### src/rtl/bsg_manycore_pkt_decode_pkg.sv
// -----------------------------------------------------------------------------
// bsg_manycore_pkt_decode_pkg
//
// Shared definitions for the staged manycore packet decoder.
// - Opcode enum for the two opcodes the decoder retires locally.
// - Config address map: freeze bit, arbitration config, then the general
//   config register bank starting at cfg_addr_gen_base.
// - packet_width(): total width of a packed manycore packet.
//
// Packet layout, MSB to LSB:
//   addr | op | op_ex (data/8) | payload | src_y | src_x | dst_y | dst_x
// -----------------------------------------------------------------------------
package bsg_manycore_pkt_decode_pkg;

  localparam int op_width_gp = 2;

  typedef enum logic [op_width_gp-1:0] {
    e_op_remote_store = 2'd1,
    e_op_config       = 2'd2
  } bsg_manycore_pkt_op_e;

  localparam int cfg_addr_freeze   = 0;
  localparam int cfg_addr_arb      = 1;
  localparam int cfg_addr_gen_base = 2;

  function automatic int packet_width(input int addr_w, input int data_w,
                                      input int x_w, input int y_w);
    return addr_w + op_width_gp + (data_w / 8) + data_w + 2 * y_w + 2 * x_w;
  endfunction

endpackage

### src/rtl/bsg_manycore_pkt_decode_cfg_regs.sv
// -----------------------------------------------------------------------------
// bsg_manycore_pkt_decode_cfg_regs
//
// Local configuration state written by accepted config packets.
//
// Ports:
//   clk_i, reset_i : clock, asynchronous active-high reset
//   we_i           : write strobe (accepted config packet)
//   addr_i         : config address
//   data_i         : config data
//   hit_o          : addr_i maps to an implemented register (combinational)
//   freeze_o       : freeze bit, resets to 1 so tiles come up frozen
//   arb_cfg_o      : arbitration config register
//   cfg_o          : general config bank, reg i at [i*data_width_p +: data_width_p]
// -----------------------------------------------------------------------------
module bsg_manycore_pkt_decode_cfg_regs
  import bsg_manycore_pkt_decode_pkg::*;
#(
  parameter int data_width_p   = 32,
  parameter int addr_width_p   = 16,
  parameter int num_cfg_regs_p = 4
) (
  input  logic                                   clk_i,
  input  logic                                   reset_i,
  input  logic                                   we_i,
  input  logic [addr_width_p-1:0]                addr_i,
  input  logic [data_width_p-1:0]                data_i,
  output logic                                   hit_o,
  output logic                                   freeze_o,
  output logic [data_width_p-1:0]                arb_cfg_o,
  output logic [num_cfg_regs_p*data_width_p-1:0] cfg_o
);

  logic                      w_freeze_hit;
  logic                      w_arb_hit;
  logic [num_cfg_regs_p-1:0] w_gen_hit;
  logic                      r_freeze;
  logic [data_width_p-1:0]   r_arb_cfg;

  assign w_freeze_hit = (addr_i == addr_width_p'(cfg_addr_freeze));
  assign w_arb_hit    = (addr_i == addr_width_p'(cfg_addr_arb));

  always_ff @(posedge clk_i or posedge reset_i) begin
    if (reset_i) begin
      r_freeze <= 1'b1;
    end else if (we_i && w_freeze_hit) begin
      r_freeze <= data_i[0];
    end
  end

  always_ff @(posedge clk_i or posedge reset_i) begin
    if (reset_i) begin
      r_arb_cfg <= '0;
    end else if (we_i && w_arb_hit) begin
      r_arb_cfg <= data_i;
    end
  end

  // One register per generate block keeps each register single-driven.
  for (genvar gi = 0; gi < num_cfg_regs_p; gi++) begin : g_cfg
    logic [data_width_p-1:0] r_cfg;

    assign w_gen_hit[gi] = (addr_i == addr_width_p'(cfg_addr_gen_base + gi));

    always_ff @(posedge clk_i or posedge reset_i) begin
      if (reset_i) begin
        r_cfg <= '0;
      end else if (we_i && w_gen_hit[gi]) begin
        r_cfg <= data_i;
      end
    end

    assign cfg_o[gi*data_width_p +: data_width_p] = r_cfg;
  end

  assign hit_o     = w_freeze_hit | w_arb_hit | (|w_gen_hit);
  assign freeze_o  = r_freeze;
  assign arb_cfg_o = r_arb_cfg;

endmodule

### src/rtl/bsg_manycore_pkt_decoder_staged.sv
// -----------------------------------------------------------------------------
// bsg_manycore_pkt_decoder_staged
//
// Registered, flow-controlled packet decoder for the manycore endpoint.
// Remote stores go to a one-entry output register (valid/yumi), config
// packets update local config state, everything else is flagged unknown.
//
// Ports:
//   clk_i, reset_i  : clock, asynchronous active-high reset
//   v_i, data_i     : input packet and valid
//   ready_o         : decoder accepts a packet this cycle (0 during reset)
//   v_o, yumi_i     : pending remote store and its consume strobe
//   data_o, addr_o, mask_o : pending store fields
//   freeze_o, arb_cfg_o, cfg_o : config state
//   unknown_v_o     : one-cycle pulse per accepted unknown packet
//   unknown_cnt_o   : saturating unknown-packet count
//
// Build option: BSG_MANYCORE_PKT_DECODE_UNKNOWN_CNT_EN builds the saturating
// unknown counter; when undefined unknown_cnt_o is tied to zero.
// -----------------------------------------------------------------------------
module bsg_manycore_pkt_decoder_staged
  import bsg_manycore_pkt_decode_pkg::*;
#(
  parameter int x_cord_width_p      = 4,
  parameter int y_cord_width_p      = 4,
  parameter int data_width_p        = 32,
  parameter int addr_width_p        = 16,
  parameter int num_cfg_regs_p      = 4,
  parameter int unknown_cnt_width_p = 8,
  localparam int packet_width_lp    = packet_width(addr_width_p, data_width_p,
                                                   x_cord_width_p, y_cord_width_p)
) (
  input  logic                                   clk_i,
  input  logic                                   reset_i,
  input  logic                                   v_i,
  input  logic [packet_width_lp-1:0]             data_i,
  output logic                                   ready_o,
  output logic                                   v_o,
  input  logic                                   yumi_i,
  output logic [data_width_p-1:0]                data_o,
  output logic [addr_width_p-1:0]                addr_o,
  output logic [(data_width_p>>3)-1:0]           mask_o,
  output logic                                   freeze_o,
  output logic [data_width_p-1:0]                arb_cfg_o,
  output logic [num_cfg_regs_p*data_width_p-1:0] cfg_o,
  output logic                                   unknown_v_o,
  output logic [unknown_cnt_width_p-1:0]         unknown_cnt_o
);

  localparam int lp_mask_width = data_width_p >> 3;
  localparam int lp_data_lsb   = 2 * x_cord_width_p + 2 * y_cord_width_p;
  localparam int lp_mask_lsb   = lp_data_lsb + data_width_p;
  localparam int lp_op_lsb     = lp_mask_lsb + lp_mask_width;
  localparam int lp_addr_lsb   = lp_op_lsb + op_width_gp;

  logic [op_width_gp-1:0]   w_op;
  logic [addr_width_p-1:0]  w_addr;
  logic [data_width_p-1:0]  w_data;
  logic [lp_mask_width-1:0] w_mask;
  logic                     w_unused_cords;
  logic                     w_accept;
  logic                     w_is_store;
  logic                     w_is_config;
  logic                     w_cfg_hit;
  logic                     w_unknown;

  logic                     r_v;
  logic [data_width_p-1:0]  r_data;
  logic [addr_width_p-1:0]  r_addr;
  logic [lp_mask_width-1:0] r_mask;
  logic                     r_unknown_v;

  assign w_op   = data_i[lp_op_lsb   +: op_width_gp];
  assign w_addr = data_i[lp_addr_lsb +: addr_width_p];
  assign w_data = data_i[lp_data_lsb +: data_width_p];
  assign w_mask = data_i[lp_mask_lsb +: lp_mask_width];

  // Source/destination coordinates are not needed once the packet is here.
  assign w_unused_cords = ^data_i[lp_data_lsb-1:0];

  // One accept rule for every opcode: a config packet can never overtake a
  // store still waiting in the output register.
  assign ready_o  = ~reset_i & (~r_v | yumi_i);
  assign w_accept = v_i & ready_o;

  assign w_is_store  = (w_op == e_op_remote_store);
  assign w_is_config = (w_op == e_op_config);
  assign w_unknown   = w_accept & ~w_is_store & ~(w_is_config & w_cfg_hit);

  always_ff @(posedge clk_i or posedge reset_i) begin
    if (reset_i) begin
      r_v    <= 1'b0;
      r_data <= '0;
      r_addr <= '0;
      r_mask <= '0;
    end else if (w_accept && w_is_store) begin
      // Also covers reload in the same cycle the old store is consumed.
      r_v    <= 1'b1;
      r_data <= w_data;
      r_addr <= w_addr;
      r_mask <= w_mask;
    end else if (yumi_i) begin
      r_v <= 1'b0;
    end
  end

  always_ff @(posedge clk_i or posedge reset_i) begin
    if (reset_i) begin
      r_unknown_v <= 1'b0;
    end else begin
      r_unknown_v <= w_unknown;
    end
  end

`ifdef BSG_MANYCORE_PKT_DECODE_UNKNOWN_CNT_EN
  logic [unknown_cnt_width_p-1:0] r_unknown_cnt;

  always_ff @(posedge clk_i or posedge reset_i) begin
    if (reset_i) begin
      r_unknown_cnt <= '0;
    end else if (w_unknown && (r_unknown_cnt != '1)) begin
      r_unknown_cnt <= r_unknown_cnt + 1'b1;
    end
  end

  assign unknown_cnt_o = r_unknown_cnt;
`else
  assign unknown_cnt_o = '0;
`endif

  bsg_manycore_pkt_decode_cfg_regs #(
    .data_width_p   (data_width_p),
    .addr_width_p   (addr_width_p),
    .num_cfg_regs_p (num_cfg_regs_p)
  ) cfg_regs (
    .clk_i     (clk_i),
    .reset_i   (reset_i),
    .we_i      (w_accept & w_is_config),
    .addr_i    (w_addr),
    .data_i    (w_data),
    .hit_o     (w_cfg_hit),
    .freeze_o  (freeze_o),
    .arb_cfg_o (arb_cfg_o),
    .cfg_o     (cfg_o)
  );

  assign v_o         = r_v;
  assign data_o      = r_data;
  assign addr_o      = r_addr;
  assign mask_o      = r_mask;
  assign unknown_v_o = r_unknown_v;

endmodule

### config.mk
export PLATFORM = sky130hd
export DESIGN_NAME = bsg_manycore_pkt_decoder_staged
export DESIGN_NICKNAME = d
export VERILOG_FILES = /design/src/rtl/bsg_manycore_pkt_decode_pkg.sv /design/src/rtl/bsg_manycore_pkt_decode_cfg_regs.sv /design/src/rtl/bsg_manycore_pkt_decoder_staged.sv
export SDC_FILE = /design/constraint.sdc
export NUM_CORES = 1
export LEC_CHECK = 0
export ABC_AREA = 1
export BUFFER_PORTS_ARGS = -buffer_cell sky130_fd_sc_hd__buf_4
export CAP_MARGIN = 20
export CORE_MARGIN = 3
export CORE_UTILIZATION = 54
export CTS_CLUSTER_DIAMETER = 40
export DETAILED_ROUTE_END_ITERATION = 8
export PLACE_DENSITY = 0.86
export SLEW_MARGIN = 20
export SYNTH_ARGS = -nofsm -noshare
export SYNTH_HDL_FRONTEND = slang
export SYNTH_SLANG_ARGS = --single-unit
### constraint.sdc
create_clock -name clk_i -period 17.2 [get_ports clk_i]
set_clock_uncertainty 0.2 [all_clocks]
set_input_delay 0.86 -clock clk_i [delete_from_list [all_inputs] [get_ports clk_i]]
set_output_delay 0.86 -clock clk_i [all_outputs]
set_load 0.1 [all_outputs]
==> impl_results.md <==
* Leak Pwr at about 5.8 nW
* Peak VDD IR at 0.104 mV
* DR WL/cell at 17.5 um
* Initial antenna violation count at 0
* Hold buffer count at cts at 0
* Die H at 131 um
* Area growth, synth to finish at 33.9%
* Final setup vio count at 0
* #FFs+latches synth at 215
* Post-synth EDFFs at 0
* I/O pins at 298
* Synth area leaders: dfrtp_1, nand2_1, o21ai_1, o21ai_2, buf_6
* Pin count of the biggest net entering global routing at 128
* Worst Max-Slew Pin Slew at 0.902 ns
* Vias per cell at 5.22
* Pwr dens at between 100 and 150 mW/mm2
* Fin. max-slew vios at 0
* Vias in the first global route at between 6000 and 7000
* Initial core utilization at 0.565
* Run status: completed
* Top cell type's share of synthesized area at 0.638
* Syn_area_per_cell at 10.9 um2
* CTS clk-pin slew, worst paths at approximately 0.060 ns
* Fmax achieved at 370 MHz
* Diodes inserted at 0
* Hold Crit Class: flop to flop
* Via count at roughly 6500
* Skew-Pair Late Insertion Delay at 0.51 ns
* Clk sinks at 215
* Top-count cell post-synth: dfrtp_1
* Global-route wire length before repair at around 34000 um
* Clock buffer depth at 3
* Synthesized area at 0.00839 mm2
* DRT iter0 DRCs at 344
* Die Footprint at 0.0171 mm2
* RSZ-0062 raised after global routing: no
* Max_cap viols at 0
* First-pass DRT Iterations at 5
* Fraction of layout cells with a size suffix above 1 at 0.380
* Detailed Place HPWL at around 14000 um
* Top FF cell, synth: dfrtp_1
* Layout net count at between 1000 and 1500
* CTS buffer count at 27
* Synth area leader: dfrtp_1
* Fraction of registers with async set/reset at 1.00
* Sequential area share after synthesis at 0.641
* Postcts setup bufs at 0
* Cells after Synth at 769
* Total GRT Usage at 0.249
* CTS tree: built
* Layout Utilization at 0.756
* Distinct cells, synth at 25
* DRC at 0
* Relative slew slack at 0.399
* Part of the cycle the worst path needs at 0.157
* PortBufs at 273
* Final ANT Viol Nets at 0
* Root Driver: clkbuf_16
* Hold Fails Final Rpt at 0
* H-tree depth at 1
* Critical Path Fanout Max at 64
* Die width at ~130 um
* Data required, critical path at 17.35 ns
* Post-cts resize count at 0
* Worst setup EP type: flop
* Cell Rows at 44
* Yosys Warn Count at 0
* Crit start category: primary input
* Most instantiated cells after synthesis: dfrtp_1, nand2_1, o21ai_1
* Arrival @ worst endpoint at 2.85 ns
* Post-Route WL at 21600 um
* Critical path type: primary input to flop
* Tmin final at 2.70 ns
* Total global routing overflow at 0
* Setup TNS at 0 ns
* GPL Wtd Cong at 0.790
* Core area at 0.0149 mm2
## sequential cells by signal, summed over array words and instances, names as in the netlist
name and cells:
v_o 1, cfg_regs.arb_cfg_o 32, data_o 32, cfg_regs.g_cfg.r_cfg 128, addr_o 16, mask_o 4, cfg_regs.freeze_o 1, unknown_v_o 1
## where the power goes
part	total, mW	internal (mW)	switching (mW)
clock	0.590	0.375	0.215
sequential	0.547	0.532	0.0150
combinational	0.309	0.0556	0.254
## metal layers
layer / track usage / vias to the layer above / part of all wire
li1: - / 3029 / -
met1: 0.302 / 3116 / 0.38
met2: 0.432 / 262 / 0.51
met3: 0.0695 / 48 / 0.084
met4: 0.0817 / 0 / 0.033
met5: 0 / - / 0
## area by class of cell
type / instances / area, um2
Clock inverter: 15 / 200
Tap cell: 184 / 230
Timing Repair Buffer: 276 / 2080
Clock buffer: 34 / 762
Sequential cell: 215 / 5380
Multi-Input combinational cell: 467 / 2420
Fill cell: 985 / 3620
Inverter: 45 / 176
## worst paths after layout
path,from,endpoint,slack [ns],cells past startpoint
worst max-delay path,reset_i,cfg_regs.g_cfg[2].r_cfg[5]$_DFFE_PP0P_,14.50,6
worst min-delay path,cfg_regs.g_cfg[1].r_cfg[3]$_DFFE_PP0P_,cfg_regs.g_cfg[1].r_cfg[3]$_DFFE_PP0P_,0.29,2
worst max register to register,v_o$_DFFE_PP0P_,cfg_regs.g_cfg[2].r_cfg[5]$_DFFE_PP0P_,14.52,7
worst min register to register,cfg_regs.g_cfg[1].r_cfg[3]$_DFFE_PP0P_,cfg_regs.g_cfg[1].r_cfg[3]$_DFFE_PP0P_,0.29,2
max in group asynchronous,reset_i,cfg_regs.arb_cfg_o[20]$_DFFE_PP0P_,15.15,3
min in group asynchronous,reset_i,addr_o[6]$_DFFE_PP0P_,0.32,2
## kinds of logic (layout without fill, tap and decap cells)
logic type | Yosys count | after routing | synth area share
other cells | 1 | 8 | 0.000447
mux | 11 | 11 | 0.0148
simple gates | 241 | 241 | 0.123
buf+inv | 94 | 370 | 0.0742
flops | 215 | 215 | 0.641
compound gates | 207 | 207 | 0.146
## critical path, stage by stage
cell     delay, ns
buf_4         0.14
nor2_4        0.13
and3_1        0.48
nand3_4       0.77
nand2_1       0.31
o21ai_1       0.13
## layout by cell type, fill, tap and decap left out, types with 2 or more instances in the layout
cell	synthesis	final
o21ai_2	51	51
clkinv_4	0	2
nand3_4	5	5
clkbuf_16	0	27
nor2_1	14	14
o21ai_1	109	109
inv_1	44	43
buf_4	8	275
nor2_2	2	2
nand2_1	211	211
nand3_1	3	3
clkbuf_8	0	6
inv_6	0	2
o21ai_0	46	46
mux2_2	11	11
clkinv_2	0	3
dfrtp_1	214	214
clkinvlp_4	0	4
conb_1	1	8
bufinv_16	0	4
## through the flow
step	cells	worst slack, ns	power, mW	hold slack [ns]	area [um2]
3_3_place_gp	1187	14.09	0.861	0.266	10300
2_1_floorplan	776	10.26	0.794	0.508	8420
6_report	1236	14.50	1.45	0.285	11200
4_1_cts	1236	14.48	1.46	0.283	11200
3_5_place_dp	1187	14.00	0.866	0.268	10300
5_1_grt	1236	14.28	1.49	0.301	11200
Note: power is estimated with default switching activity, not from simulation.
